File: config.mk
export PLATFORM = sky130hd
export DESIGN_NAME = pmem_bridge
export DESIGN_NICKNAME = d
export VERILOG_FILES = /design/src/rtl/pmem_bridge_pkg.sv /design/src/rtl/wb_entry.sv /design/src/rtl/pmem_bridge.sv
export SDC_FILE = /design/constraint.sdc
export NUM_CORES = 1
export LEC_CHECK = 0
export ABC_AREA = 1
export BUFFER_PORTS_ARGS = -buffer_cell sky130_fd_sc_hd__buf_2
export CAP_MARGIN = 0
export CORE_AREA = 2 2 432 434
export DETAILED_ROUTE_END_ITERATION = 8
export DIE_AREA = 0 0 434 436
export PLACE_DENSITY = 0.39
export SYNTH_ARGS = -nofsm -noshare
export SYNTH_HDL_FRONTEND = slang
export SYNTH_SLANG_ARGS = --single-unit
export TNS_END_PERCENT = 20
File: constraint.sdc
create_clock -name clk -period 4.7 [get_ports clk]
set_clock_uncertainty 0.1 [all_clocks]
set_input_delay 0.94 -clock clk [delete_from_list [all_inputs] [get_ports clk]]
set_output_delay 0.94 -clock clk [all_outputs]
set_load 0.005 [all_outputs]
File: src/rtl/pmem_bridge_pkg.sv
// Shared line geometry for the L2-to-physical-memory path.
// The line tag is addr[31:OFFSET_BITS]; everything below it selects a byte within the line.
package pmem_bridge_pkg;

    localparam int LINE_W      = 256;
    localparam int OFFSET_BITS = 5;
    localparam int TAG_W       = 32 - OFFSET_BITS;

    typedef logic [LINE_W-1:0] line_t;

endpackage

File: src/rtl/wb_entry.sv
// One-entry write-back buffer: a captured L2 eviction line plus its tag.
// hit is combinational so the bridge can serve a read from it in the sampling cycle.
module wb_entry
    import pmem_bridge_pkg::*;
(
    input  logic              clk,
    input  logic              rst_n,
    input  logic              load,
    input  logic              clear,
    input  logic [TAG_W-1:0]  load_tag,
    input  logic [LINE_W-1:0] load_data,
    input  logic [TAG_W-1:0]  lookup_tag,
    output logic              valid,
    output logic [TAG_W-1:0]  tag,
    output logic [LINE_W-1:0] data,
    output logic              hit
);

    always_ff @(posedge clk or negedge rst_n) begin
        if (!rst_n) begin
            valid <= 1'b0;
            tag   <= '0;
            data  <= '0;
        end else if (load) begin
            valid <= 1'b1;
            tag   <= load_tag;
            data  <= load_data;
        end else if (clear) begin
            valid <= 1'b0;
        end
    end

    assign hit = valid && (tag == lookup_tag);

endmodule

File: src/rtl/pmem_bridge.sv
// Registered request/response stage between the L2 memory-side port and physical memory,
// with a one-entry write-back buffer drained to pmem whenever the L2 side is quiet.
module pmem_bridge
    import pmem_bridge_pkg::*;
(
    input  logic              clk,
    input  logic              rst_n,
    input  logic              mem_read,
    input  logic              mem_write,
    input  logic [31:0]       mem_addr,
    input  logic [LINE_W-1:0] mem_wdata,
    output logic [LINE_W-1:0] mem_rdata,
    output logic              mem_resp,
    output logic              pmem_read,
    output logic              pmem_write,
    output logic [31:0]       pmem_address,
    output logic [LINE_W-1:0] pmem_wdata,
    input  logic              pmem_resp,
    input  logic [LINE_W-1:0] pmem_rdata,
    output logic              busy
);

    typedef enum logic [1:0] {IDLE, RD_PMEM, DRAIN, RESP} state_t;

    // Handshake: the L2 holds mem_read/mem_write and its address/data stable until it sees the
    // one-cycle mem_resp pulse; toward pmem we hold pmem_read/pmem_write stable until pmem_resp.
    state_t             state, state_n;
    logic               pmem_read_n, pmem_write_n, mem_resp_n;
    logic [31:0]        pmem_address_n;
    logic [LINE_W-1:0]  pmem_wdata_n, mem_rdata_n;
    logic               start_drain;
    logic               buf_load, buf_clear, buf_valid, buf_hit;
    logic [TAG_W-1:0]   buf_tag;
    logic [LINE_W-1:0]  buf_data;

    // Offset bits never matter: pmem is addressed by whole lines.
    logic unused_offset_bits;
    assign unused_offset_bits = ^mem_addr[OFFSET_BITS-1:0];

    wb_entry u_wb_entry (
        .clk        (clk),
        .rst_n      (rst_n),
        .load       (buf_load),
        .clear      (buf_clear),
        .load_tag   (mem_addr[31:OFFSET_BITS]),
        .load_data  (mem_wdata),
        .lookup_tag (mem_addr[31:OFFSET_BITS]),
        .valid      (buf_valid),
        .tag        (buf_tag),
        .data       (buf_data),
        .hit        (buf_hit)
    );

    always_comb begin
        state_n        = state;
        pmem_read_n    = pmem_read;
        pmem_write_n   = pmem_write;
        pmem_address_n = pmem_address;
        pmem_wdata_n   = pmem_wdata;
        mem_rdata_n    = mem_rdata;
        mem_resp_n     = 1'b0;
        buf_load       = 1'b0;
        buf_clear      = 1'b0;
        start_drain    = 1'b0;

        case (state)
            IDLE: begin
                // A simultaneous read+write is treated as a write.
                if (mem_write) begin
                    if (!buf_valid) begin
                        buf_load   = 1'b1;
                        mem_resp_n = 1'b1;
                        state_n    = RESP;
                    end else begin
                        start_drain = 1'b1;
                    end
                end else if (mem_read && buf_hit) begin
                    mem_rdata_n = buf_data;
                    mem_resp_n  = 1'b1;
                    state_n     = RESP;
                end else if (mem_read) begin
                    pmem_read_n    = 1'b1;
                    pmem_address_n = {mem_addr[31:OFFSET_BITS], {OFFSET_BITS{1'b0}}};
                    state_n        = RD_PMEM;
                end else if (buf_valid) begin
                    start_drain = 1'b1;
                end
            end
            RD_PMEM: begin
                if (pmem_resp) begin
                    mem_rdata_n = pmem_rdata;
                    pmem_read_n = 1'b0;
                    mem_resp_n  = 1'b1;
                    state_n     = RESP;
                end
            end
            DRAIN: begin
                if (pmem_resp) begin
                    pmem_write_n = 1'b0;
                    buf_clear    = 1'b1;
                    state_n      = IDLE;
                end
            end
            RESP: begin
                state_n = IDLE;
            end
            default: begin
                state_n = IDLE;
            end
        endcase

        if (start_drain) begin
            pmem_write_n   = 1'b1;
            pmem_address_n = {buf_tag, {OFFSET_BITS{1'b0}}};
            pmem_wdata_n   = buf_data;
            state_n        = DRAIN;
        end
    end

    always_ff @(posedge clk or negedge rst_n) begin
        if (!rst_n) begin
            state        <= IDLE;
            pmem_read    <= 1'b0;
            pmem_write   <= 1'b0;
            pmem_address <= '0;
            pmem_wdata   <= '0;
            mem_rdata    <= '0;
            mem_resp     <= 1'b0;
        end else begin
            state        <= state_n;
            pmem_read    <= pmem_read_n;
            pmem_write   <= pmem_write_n;
            pmem_address <= pmem_address_n;
            pmem_wdata   <= pmem_wdata_n;
            mem_rdata    <= mem_rdata_n;
            mem_resp     <= mem_resp_n;
        end
    end

    assign busy = (state != IDLE) || buf_valid;

endmodule

Yosys cells after proc, flatten, opt, wreduce, memory -nomap -nowiden
Cells that the tools add are included.

Logic and storage cells: 80. Bits in registers: 833.

Equality and inequality tests: 15. Mux-type cells: 39. Reduce and logical (&&, ||, !) cells: 16.

Operator list (count): 256-bit two-way mux (3); 256-bit case mux with 2 select lines (1); 32-bit two-way mux (5); 27-bit equality test (1); 1-bit two-way mux (20); 2-bit two-way mux (7); 2-bit nonzero test (7); 2-bit inequality test, second input constant (6); 4-bit AND reduction (3); 2-bit case mux with 4 select lines (1); 3-bit inequality test, second input constant (2); 5-bit inequality test, second input constant (1); 5-bit AND reduction (1); 2-bit equality test, second input constant (2); 4-bit inequality test, second input constant (1); 1-bit case mux with 2 select lines (2); 2-bit by 1-bit equality test with 1-bit output, second input constant (1); 1-bit logical AND (2); 2-bit zero test (1); 2-bit by 1-bit inequality test with 1-bit output, second input constant (1); 2-bit AND reduction (1); 1-bit logical OR (1).

Depth between registers and ports, before layout
Depth in word-level cells: 8. Depth in mapped cells: 15. Mapped depth without buffers: 13.

Cells and area by module
A second synthesis with hierarchy kept.

Cell total of the unflattened synthesis: 4363. Area, all modules: 35507.8 sq um.

By module, submodules not included: pmem_bridge (cells an instance 3046, area an instance 24322.1 sq um, instances 1); wb_entry (cells an instance 1317, area an instance 11185.7 sq um, instances 1).

Worst setup path after synthesis
Ideal clock, no wire load.

Path kind: input port to flip-flop. Start: input mem_addr[29]. End: register mem_rdata[122]. Arrival time: 2.104 ns. Path buffers: 2. Setup time: 0.117 ns. Stages on the path: 13. Setup slack: 2.379 ns. Required time: 4.483 ns. Cells stage by stage: inv_1 -> or2_2 -> nand3_1 -> nor2_1 -> nand2_1 -> nor2_1 -> nand3_2 -> nand2_4 -> nand2_4 -> buf_6 -> buf_2 -> nand2_1 -> nand2_1.

Longest elaborated chain between the ends: 5.

Ends and longest elaborated chain: start: declaration (RTL line pmem_bridge.sv:10) `input logic [31:0] mem_addr,`; 27-bit equality test (RTL line wb_entry.sv:33) `assign hit = valid && (tag == lookup_tag);`; 1-bit logical AND (RTL line wb_entry.sv:33); 1-bit logical AND (RTL line pmem_bridge.sv:77) `end else if (mem_read && buf_hit) begin`; 2-bit inequality test (no line); 4-bit AND reduction (no line); end signal: assignment (RTL line pmem_bridge.sv:135) `mem_rdata <= mem_rdata_n;`; end: declaration (RTL line pmem_bridge.sv:12) `output logic [LINE_W-1:0] mem_rdata,`.

Every way passes these cells. A chain may end at the register's enable or synchronous reset.

Worst setup path after layout
Start: register state[0]. End: register mem_rdata[131].

Longest elaborated chain between the ends: 3. Elaborated cells between the ends (all ways): 8. Those cells by class: 4 x eq/ne; 1 x mux; 3 x reduce/logical.

Ends and longest elaborated chain: start: declaration (RTL line pmem_bridge.sv:27) `state_t state, state_n;`; start signal: assignment (RTL line pmem_bridge.sv:130) `state <= state_n;`; 2-bit by 1-bit equality test with 1-bit output or 2-bit zero test (tied branches) (RTL line pmem_bridge.sv:66) `case (state)`; 2-bit inequality test (no line) or 2-bit nonzero test (tied branches); 4-bit AND reduction (no line).

Several ways; a longest one is shown, not always the timed one.

==> results.md <==
- Total number of vias: 30532
- Crit path DAT: 3.46 ns
- Flops & latches, synth: 828
- Hold-fix buffers, CTS: 0
- Worst Max-Slew Pin Slew: 1.05 ns
- Post-detail-place hpwl: 105000 um
- Die area: 0.189 mm2
- Most common cell after layout, fill and taps aside: nand2_1
- Rows: 158
- Tcrit/Tclk final: 62.5%
- DRT antenna net count: 0
- Critical-path cell list: inv_2 > nor2_4 > buf_12 > buf_4 > o21ai_0 > nand3_1 > nand2_1
- Slowest CP cell: buf_4
- Synthesized area: 0.0348 mm2
- Clock buffer depth: 3
- Most frequent cells in the layout: nand2_1 (1480), buf_2 (1085), dfrtp_1 (828)
- Hold slack: 0.0684 ns
- Max-slew headroom: 30.1%
- Global Route Usage Sum: 15.3%
- TritonRoute pass-1 iters: 5
- Placer congestion estimate: 0.841
- Setup Fix Bufs, Post-CTS: 0
- FF+latch area: 0.0207 mm2
- Initial antenna violation count: 67
- Pleak: 24.4 nW
- Gate count of the mapped netlist: 4008
- Worst skew pair latency: 0.74 ns
- Netlist cell types: 24
- Clock sinks: 828
- Max Freq: 0.340 GHz
- Residual DRC count: 0
- Worst vdd ir: 341 uV
- Buf/Inv on CP: 3
- Synth Area per Inst: 8.68 um2
- Starting Density: 18.8%
- Vias in the first global route: 30410
- Gr ovfl total: 0
- Status: completed
- Vias per cell: 4.02
- Worst path top cell family by delay: buffers and inverters
- Hold Path Class: in2async
- FILL cells: 20578
- Worst-path clk slew: 0.06 ns
- Final-stage net count: 5556
- Initial DRC Count: 1684
- Setup TNS: 0 ns
- Root Driver: clkbuf_16
- CTS H-Tree Depth: 3
- Die W: 434 um
- Sequential area share after synthesis: 59.6%
- CTS buffer count: 103
- CTS resizes: 0
- CP Max Fanout: 117
- PwrDens: 735 mW/mm2
- TritonCTS clock tree: done
- Post-layout min period: 2.94 ns
- Largest net degree at the start of global routing: 156
- Critical path capture point type: register
- Share of cells above drive strength 1: 27.6%
- Core area: 0.185 mm2
- IO Count: 1097
- # setup viols final: 0
- Slew Limit Fails: 0
- Final Hold Vio Count: 0
- Worst Path Required: 5.22 ns
- Number of max-cap violations: 0
- DRT Wirelength: 149000 um
- Setup CP Type: reg2reg
- RSZ-0062 raised after global routing: false
- Synthesis Warnings: 0
- Synth-to-Final Area Change: 33.2%
- Port Buf Inserts: 1086
- Wire length per cell: 19.6 um
- Die H: 436 um
- CP peak stage delay: 0.68 ns
- Multi-input gate area: 0.0118 mm2
- First-pass GRT wire length: 215000 um
- Setup crit start kind: register
[cell type report]
cell class / instances / area share, %
clock buffer: 157 / 6.74
clock inverter: 26 / 0.551
inverter: 247 / 2.02
tap: 2480 / 6.70
antenna: 32 / 0.173
multi-input combinational: 2670 / 25.5
sequential: 828 / 44.7
timing repair buffer: 1157 / 13.6
[sequential cells by signal (all words and copies together) (netlist names)]
| name | flops |
|---|---|
| mem_resp | 1 |
| pmem_address | 27 |
| pmem_wdata | 256 |
| mem_rdata | 256 |
| pmem_read | 1 |
| u_wb_entry.valid | 1 |
| pmem_write | 1 |
| u_wb_entry.data | 256 |
| u_wb_entry.tag | 27 |
| state | 2 |
[kinds of logic (layout without fill, tap and decap cells)]
group,Yosys count,after routing,synth area share [%]
compound gates,641,641,9.24
mux,73,73,2.36
xor+xnor,6,6,0.151
flops,828,828,59.6
simple gates,1945,1945,22.0
other cells,1,37,0.0108
buf+inv,514,1587,6.65
[path summary, 6_finish.rpt]
kind	cells past startpoint	from	slack [ns]	endpoint
max	7	state[0]$_DFFE_PN0P_	1.76	mem_rdata[131]$_DFFE_PN0P_
min	1	rst_n	0.07	mem_rdata[166]$_DFFE_PN0P_
max reg2reg	7	state[0]$_DFFE_PN0P_	1.76	mem_rdata[131]$_DFFE_PN0P_
min reg2reg	2	mem_rdata[121]$_DFFE_PN0P_	0.36	mem_rdata[121]$_DFFE_PN0P_
max in group asynchronous	2	rst_n	3.14	u_wb_entry.data[52]$_DFFE_PN0P_
min in group clk	2	mem_wdata[170]	0.32	u_wb_entry.data[170]$_DFFE_PN0P_
[cell usage after synthesis]
cell      number  share of area (%)
nand2_1     1480                 16
dfrtp_1      828                 60
o21ai_0      452                6.5
nand3_1      260                3.7
inv_1        241                2.6
nor2_1       198                2.1
a21oi_1      186                2.7
clkbuf_1     112                1.2
buf_2         91                1.3
mux2_2        73                2.4
buf_4         24               0.52
buf_6         24               0.78
buf_1         16               0.17
inv_2          6              0.065
xnor2_1        3              0.076
xor2_1         3              0.076
nand2_4        2              0.065
nand3_2        2              0.058
o31ai_1        2              0.043
conb_1         1              0.011
nand4_1        1              0.018
nor3_1         1              0.014
o22ai_1        1              0.018
or2_2          1              0.018
[report_power, final]
group	leakage, nW	internal, mW	switching, mW	total, mW
Combinational	12.9	4.79	8.82	13.6
Sequential	9.81	10.6	1.72	12.4
Clock	1.68	4.76	3.32	8.08
[per-stage QoR]
step	worst slack, ns	instances	cell area (um2)	power (mW)	utilization, %
6_report	1.76	7597	46300	34.0	25.1
5_1_grt	1.57	7591	46300	36.9	25.1
4_1_cts	1.72	7565	46300	34.8	25.1
3_5_place_dp	1.12	7382	42900	26.5	23.2
3_3_place_gp	1.12	7382	42900	26.3	23.2
2_1_floorplan	2.38	4012	34800	19.7	-
[per-layer routing]
| metal | up-vias | share of wire [%] | GRT usage, % |
|---|---|---|---|
| met5 | - | 0.15 | 0 |
| met4 | 34 | 3.5 | 6.08 |
| met3 | 267 | 7.1 | 4.45 |
| met2 | 891 | 48 | 25.8 |
| met1 | 14611 | 41 | 18.3 |
| li1 | 14729 | - | - |
Power figures use the tool's default switching activity.
